<file path="src/rtl/sr_pkg.sv">
// Shared definitions for the SR flag bank: S=R=1 policy encodings, debounce
// counter width and the per-channel next-state rule.
package sr_pkg;

  // Policy applied when the pair {s,r}=11 is accepted.
  typedef enum logic [1:0] {
    SR_HOLD = 2'd0,
    SR_SET  = 2'd1,
    SR_RST  = 2'd2,
    SR_TOG  = 2'd3
  } sr_mode_e;

  // Debounce counter width and the parameter limits derived from it.
  localparam int SR_DB_W   = 8;
  localparam int SR_DB_MAX = (1 << SR_DB_W) - 1;
  localparam int SR_N_MAX  = 32;

  // One channel's request pair, packed as {s, r}.
  typedef logic [1:0] sr_pair_t;

  localparam sr_pair_t PAIR_IDLE  = 2'b00;
  localparam sr_pair_t PAIR_RESET = 2'b01;
  localparam sr_pair_t PAIR_SET   = 2'b10;
  localparam sr_pair_t PAIR_BOTH  = 2'b11;

  // Flag value after an accepted pair, given the current value and policy.
  function automatic logic sr_resolve(input sr_pair_t pair,
                                      input sr_mode_e mode,
                                      input logic     q_cur);
    logic q_new;
    q_new = q_cur;
    case (pair)
      PAIR_RESET: q_new = 1'b0;
      PAIR_SET:   q_new = 1'b1;
      PAIR_BOTH: begin
        case (mode)
          SR_SET:  q_new = 1'b1;
          SR_RST:  q_new = 1'b0;
          SR_TOG:  q_new = ~q_cur;
          default: q_new = q_cur;
        endcase
      end
      default:    q_new = q_cur;
    endcase
    return q_new;
  endfunction

endpackage

</file>
<file path="src/rtl/sr_flag_bank_if.sv">
// Request/status bundle of the SR flag bank. The master drives the per-channel
// set/reset levels and the global clear; the slave returns flag state and events.
interface sr_flag_bank_if #(
  parameter int N = 4
);

  logic [N-1:0] s;
  logic [N-1:0] r;
  logic         clr;
  logic [N-1:0] q;
  logic [N-1:0] q_bar;
  logic [N-1:0] rose;
  logic [N-1:0] fell;
  logic [N-1:0] conflict;

  modport master (
    output s, r, clr,
    input  q, q_bar, rose, fell, conflict
  );

  modport slave (
    input  s, r, clr,
    output q, q_bar, rose, fell, conflict
  );

endinterface

</file>
<file path="src/rtl/sr_flag_cell.sv">
// One SR flag channel: input debounce on the {s,r} pair, flag update on the
// acceptance edge, and registered rise/fall/conflict pulses.
module sr_flag_cell
  import sr_pkg::*;
#(
  parameter int   MODE     = 0,
  parameter int   DEBOUNCE = 0,
  parameter logic INIT     = 1'b0
) (
  input  logic clk,
  input  logic rst,
  input  logic s,
  input  logic r,
  input  logic clr,
  output logic q,
  output logic q_bar,
  output logic rose,
  output logic fell,
  output logic conflict
);

  localparam sr_mode_e               POLICY      = sr_mode_e'(2'(MODE));
  localparam logic [SR_DB_W-1:0]     DB_MAX_CNT  = SR_DB_W'(DEBOUNCE);
  localparam logic [SR_DB_W:0]       DB_LAST_RUN = (SR_DB_W + 1)'(DEBOUNCE);

  sr_pair_t           in_pair;   // pair sampled on this edge
  sr_pair_t           smp_pair;  // pair sampled on the previous edge
  sr_pair_t           acc_pair;  // last pair that took effect
  logic [SR_DB_W-1:0] cnt;       // extra consecutive edges smp_pair has been seen
  logic               new_pair;
  logic               run_done;
  logic               accept;
  logic               q_next;

  assign in_pair  = {s, r};
  assign new_pair = (in_pair != smp_pair);

  // Accept a pair on the edge that completes DEBOUNCE+1 consecutive samples,
  // and only if it differs from the pair already in effect.
  always_comb begin
    // NOTE: every combinational output gets a default first, so no path leaves it unassigned and no latch is inferred.
    run_done = 1'b0;
    if (DEBOUNCE == 0) begin
      run_done = new_pair;
    end else begin
      run_done = !new_pair && (({1'b0, cnt} + (SR_DB_W + 1)'(1)) == DB_LAST_RUN);
    end
    accept = run_done && (in_pair != acc_pair);
  end

  // Flag value implied by the accepted pair and the S=R=1 policy.
  always_comb begin
    q_next = q;
    if (accept) begin
      q_next = sr_resolve(in_pair, POLICY, q);
    end
  end

  // Debounce, flag and event registers; rst beats clr beats normal operation.
  always_ff @(posedge clk) begin
    // NOTE: state registers use non-blocking assignments so every register samples pre-edge values.
    if (rst) begin
      q        <= INIT;
      q_bar    <= ~INIT;
      rose     <= 1'b0;
      fell     <= 1'b0;
      conflict <= 1'b0;
      smp_pair <= PAIR_IDLE;
      acc_pair <= PAIR_IDLE;
      cnt      <= '0;
    end else if (clr) begin
      q        <= 1'b0;
      q_bar    <= 1'b1;
      rose     <= 1'b0;
      fell     <= 1'b0;
      conflict <= 1'b0;
      smp_pair <= PAIR_IDLE;
      acc_pair <= PAIR_IDLE;
      cnt      <= '0;
    end else begin
      if (new_pair) begin
        smp_pair <= in_pair;
        cnt      <= '0;
      end else if (cnt < DB_MAX_CNT) begin
        cnt <= cnt + 1'b1;
      end
      if (accept) begin
        acc_pair <= in_pair;
      end
      q        <= q_next;
      q_bar    <= ~q_next;
      rose     <= ~q & q_next;
      fell     <= q & ~q_next;
      conflict <= accept && (in_pair == PAIR_BOTH);
    end
  end

endmodule

</file>
<file path="src/rtl/sr_flag_bank.sv">
// Bank of N independent clocked SR flags with optional debounce and a shared
// S=R=1 policy. Checks its parameters at elaboration and fans rst/clr to every cell.
module sr_flag_bank
  import sr_pkg::*;
#(
  parameter int           N        = 4,
  parameter int           MODE     = 0,
  parameter int           DEBOUNCE = 0,
  parameter logic [N-1:0] INIT     = '0
) (
  input logic          clk,
  input logic          rst,
  sr_flag_bank_if.slave bus
);

  if (N < 1 || N > SR_N_MAX) begin : g_bad_n
    $error("sr_flag_bank: N=%0d outside 1..%0d", N, SR_N_MAX);
  end
  if (MODE < 0 || MODE > 3) begin : g_bad_mode
    $error("sr_flag_bank: MODE=%0d outside 0..3", MODE);
  end
  if (DEBOUNCE < 0 || DEBOUNCE > SR_DB_MAX) begin : g_bad_db
    $error("sr_flag_bank: DEBOUNCE=%0d outside 0..%0d", DEBOUNCE, SR_DB_MAX);
  end

  for (genvar gi = 0; gi < N; gi++) begin : g_cell
    sr_flag_cell #(
      .MODE     (MODE),
      .DEBOUNCE (DEBOUNCE),
      .INIT     (INIT[gi])
    ) u_cell (
      .clk      (clk),
      .rst      (rst),
      .s        (bus.s[gi]),
      .r        (bus.r[gi]),
      .clr      (bus.clr),
      .q        (bus.q[gi]),
      .q_bar    (bus.q_bar[gi]),
      .rose     (bus.rose[gi]),
      .fell     (bus.fell[gi]),
      .conflict (bus.conflict[gi])
    );
  end

endmodule

</file>
<file path="src/flat_wrapper.sv">
// flat-port wrapper written by rule: the top's interface ports become plain ports
module sr_flag_bank_flat import sr_pkg::*;
#(
  parameter int           N        = 4,
  parameter int           MODE     = 0,
  parameter int           DEBOUNCE = 0,
  parameter logic [N-1:0] INIT     = '0
)
  (clk, rst, bus_s, bus_r, bus_clr, bus_q, bus_q_bar, bus_rose, bus_fell, bus_conflict);
  sr_flag_bank_if #(.N(N)) bus_i ();
  input logic clk;
  input logic rst;
  input wire logic [$bits(bus_i.s)-1:0] bus_s;
  input wire logic [$bits(bus_i.r)-1:0] bus_r;
  input wire logic [$bits(bus_i.clr)-1:0] bus_clr;
  output wire logic [$bits(bus_i.q)-1:0] bus_q;
  output wire logic [$bits(bus_i.q_bar)-1:0] bus_q_bar;
  output wire logic [$bits(bus_i.rose)-1:0] bus_rose;
  output wire logic [$bits(bus_i.fell)-1:0] bus_fell;
  output wire logic [$bits(bus_i.conflict)-1:0] bus_conflict;
  assign bus_i.s = bus_s;
  assign bus_i.r = bus_r;
  assign bus_i.clr = bus_clr;
  assign bus_q = bus_i.q;
  assign bus_q_bar = bus_i.q_bar;
  assign bus_rose = bus_i.rose;
  assign bus_fell = bus_i.fell;
  assign bus_conflict = bus_i.conflict;
  sr_flag_bank #(.N(N), .MODE(MODE), .DEBOUNCE(DEBOUNCE), .INIT(INIT)) u_core (.clk(clk), .rst(rst), .bus(bus_i));
endmodule
</file>
<file path="config.mk">
export PLATFORM = sky130hd
export DESIGN_NAME = sr_flag_bank_flat
export DESIGN_NICKNAME = d
export VERILOG_FILES = /design/src/rtl/sr_pkg.sv /design/src/rtl/sr_flag_bank_if.sv /design/src/rtl/sr_flag_cell.sv /design/src/rtl/sr_flag_bank.sv /design/src/flat_wrapper.sv
export SDC_FILE = /design/constraint.sdc
export NUM_CORES = 1
export LEC_CHECK = 0
export BUFFER_PORTS_ARGS = -buffer_cell sky130_fd_sc_hd__buf_2
export CAP_MARGIN = 10
export CORE_MARGIN = 10
export CORE_UTILIZATION = 40
export DETAILED_ROUTE_END_ITERATION = 8
export PLACE_DENSITY = 0.56
export SLEW_MARGIN = 25
export SYNTH_ARGS = -nofsm -noshare
export SYNTH_HDL_FRONTEND = slang
export SYNTH_SLANG_ARGS = --single-unit
export TNS_END_PERCENT = 20
</file>
<file path="constraint.sdc">
create_clock -name clk -period 3.1 [get_ports clk]
set_clock_uncertainty 0.05 [all_clocks]
set_input_delay 0.62 -clock clk [delete_from_list [all_inputs] [get_ports clk]]
set_output_delay 0.62 -clock clk [all_outputs]
set_load 0.05 [all_outputs]
</file>
==> impl_metrics.csv <==
group,metric,value,unit
sta,worst_slew_pin_slew,420,ps
sta,rsz0062_at_grt,"no",
worst_setup_path,rr_worst_depth,4,
worst_setup_path,cp_max_fo,6,
worst_setup_path,critPathMaxStageDelay,340,ps
layout,area_growth,10.7,%
logic_synthesis,synth-seq-cells,36,
hold_path,hold_path.class,"reg -> reg",
layout,final_cells,250,
pwr,p_total,1.08,mW
logic_synthesis,synth_area,1750,um^2
drt,num_vias,1206,
clocking,root_buffer,"clkbuf_8",
placed_design,placedCellCount,242,
grt,grt_overflow,0,
drt,route.antenna.remaining_nets,0,
clocking,post_cts_resized,0,
floorplan,die_x,86.2,um
worst_setup_path,endpoint_kind,"flip-flop",
logic_synthesis,synth_area_per_cell,9.62,um^2
floorplan,ios,31,
clocking,cts.sinks,36,
logic_synthesis,syn_inst,182,
placed_design,dp_hpwl,2350,um
drt,drc_errors,0,
clocking,cts_max_path_buffers,2,
pwr,vdd_ir_drop_max,0.289,mV
drt,highest_layer,"met4",
floorplan,die_height,86.2,um
sta,relSlewSlack,72.0,%
hold_path,hold_depth,2,
sta,final.setup.tns,0,ps
layout,nFillCells,433,
layout,mostFrequentLayoutCells,"dfxtp_1, buf_2, xnor2_1, nor2_1",
sta,fin_crit_sh,52.4,%
clocking,cts_tree,"built",
hold_path,hp-start,"u_core.g_cell[2].u_cell.acc_pair[0]",
pwr,leakage,0.876,nW
clocking,hold_buffers,0,
sta,period_needed,1620,ps
grt,grt_pass1_vias,1192,
drt,dr_wl_met3,246,um
worst_setup_path,slowest_stage,"ha_1",
placed_design,place.gp.congestion,0.782,
placed_design,io_buffers,30,
worst_setup_path,cp_num_cells,6,
sta,drv_slew,0,
worst_setup_path,worstReg2RegStart,"u_core.g_cell[0].u_cell.smp_pair[0]",
clocking,cts_max_level,2,
worst_setup_path,crit_required,3230,ps
run,cap_violations,0,
clocking,cts_made_buffers,5,
worst_setup_path,regToRegEndpoint,"u_core.g_cell[0].u_cell.q",
sta,fmax,615,MHz
floorplan,core_area,4290,um^2
drt,drtPass1Iterations,3,
worst_setup_path,crit_type,"in -> reg",
drt,routed_wl,3150,um
floorplan,rows,24,
drt,m1WireLength,1370,um
sta,setup_viol,0,
logic_synthesis,seq_area_frac_synth,41.1,%
logic_synthesis,synth_cell_types,24,
drt,wl_per_cell,12.6,um
drt,dr_wl_met2,1490,um
worst_setup_path,crit_path_cell_trace,"buf_2 > inv_1 > ha_1 > a221oi_2 > nor2_1 > a31o_1",
hold_path,hold_path_end,"u_core.g_cell[2].u_cell.acc_pair[0]",
clocking,cts_setup_buffers,0,
logic_synthesis,synth_nets,205,
worst_setup_path,critPathBufInv,2,
worst_setup_path,rrSetupSlack,1760,ps
worst_setup_path,cp.arrival,1750,ps
grt,track_usage,8.83,%
grt,grt_max_degree,20,
layout,antennaDiodeCount,0,
grt,grt_pass1_wl,5350,um
pwr,power.density,556,nW/um^2
drt,first_iter_violations,42,
worst_setup_path,critPathTopFamily,"compound AO/OA/AOI/OAI gates",
floorplan,start_util,40.8,%
layout,layout_commonest_cell,"dfxtp_1",
logic_synthesis,ys_warn_count,0,
drt,avgViaCountPerCell,4.82,
sta,hold_viol,0,
layout,nets,220,
grt,antenna_found_initial,0,
layout,drive_above_1_share,24.2,%
clocking,cts.clk_slew.worst_paths,70,ps
clocking,clk_latency,280,ps
worst_setup_path,critPathLaunchType,"input port",
floorplan,dieArea,7430,um^2
outcome,status,"finished clean",
-- worst max path at each step --
| stage | start | endpoint | slack (ps) |
|---|---|---|---|
| 2_1_floorplan | bus_r[2] | u_core.g_cell[2].u_cell.q | 1470 |
| 3_3_place_gp | bus_r[1] | u_core.g_cell[1].u_cell.q | 1210 |
| 3_5_place_dp | bus_r[2] | u_core.g_cell[2].u_cell.q | 1170 |
| 4_1_cts | bus_r[2] | u_core.g_cell[2].u_cell.q | 1470 |
| 5_1_grt | bus_r[2] | u_core.g_cell[2].u_cell.q | 1390 |
| 6_report | bus_r[2] | u_core.g_cell[2].u_cell.q | 1480 |
-- synth_stat cells --
library cell,count,area [um^2]
nor3_2,1,10.0
a31oi_1,4,25.0
a2bb2oi_1,3,26.3
inv_1,9,33.8
or2_2,1,6.26
a21oi_1,9,45.0
a22o_2,3,30.0
nor2_1,13,48.8
ha_1,12,150
o21ai_0,4,20.0
o21a_1,1,7.51
nor3_1,7,35.0
nor2b_1,4,25.0
and3b_1,8,70.1
or2b_1,3,22.5
buf_4,20,150
xnor2_1,16,140
nand2_1,12,45.0
a22o_1,1,8.76
a31o_1,4,35.0
and2_1,4,25.0
dfxtp_1,36,721
clkbuf_1,3,11.3
a221oi_2,4,60.1
-- worst reg2reg max path, delay by kind of cell (launching register included) --
family           cells  cell delay, ps
XOR/XNOR             1             190
flip-flops           1             330
AO/OA/AOI/OAI        2             560
AND/OR/NAND/NOR      1             110
-- kinds of logic after synthesis --
| kind of cell | share of synthesized area [%] |
|---|---|
| adder cells (fa/ha/maj) | 8.57 |
| buffers and inverters | 11.1 |
| flip-flops | 41.1 |
| AND/OR/NAND/NOR | 16.4 |
| XOR/XNOR | 8.00 |
| AO/OA/AOI/OAI | 14.7 |
-- flip-flops by register name, indices dropped and copies added, names as in the netlist --
register                       count
u_core.g_cell.u_cell.fell          4
u_core.g_cell.u_cell.q_bar         4
u_core.g_cell.u_cell.rose          4
u_core.g_cell.u_cell.conflict      4
u_core.g_cell.u_cell.smp_pair      8
u_core.g_cell.u_cell.acc_pair      8
u_core.g_cell.u_cell.q             4
-- power breakdown --
part           leakage, nW  switching (mW)  internal [mW]
clock network       0.0645           0.164          0.284
registers            0.293         0.00891          0.477
logic                0.519          0.0867         0.0581
-- per-stage QoR --
step / setup WS, ps / area, um^2 / hold slack (ps) / utilization, %
final: 1480 / 1940 / 433 / 45.2
after detailed placement: 1170 / 1810 / 429 / 42.2
after global placement: 1210 / 1810 / 422 / 42.2
after CTS: 1470 / 1940 / 439 / 45.2
after global routing: 1390 / 1940 / 465 / 45.2
after floorplan: 1470 / 1750 / 412 / -
-- routing by layer --
metal	up-vias	GRT usage (%)
met1	552	10.2
met2	23	13.6
li1	626	-
met4	0	4.42
met5	-	0
met3	5	3.85
-- cell type report --
type / instances / area [um^2] / share of cell area, %
Clock buffer: 7 / 96.3 / 4.97
Clock inverter: 1 / 30.0 / 1.55
Multi-Input combinational cell: 114 / 836 / 43.1
Sequential cell: 36 / 721 / 37.2
Timing Repair Buffer: 31 / 158 / 8.13
Inverter: 9 / 33.8 / 1.74
Tap cell: 52 / 65.1 / 3.35
No activity file was read; power rests on OpenSTA's default activity.
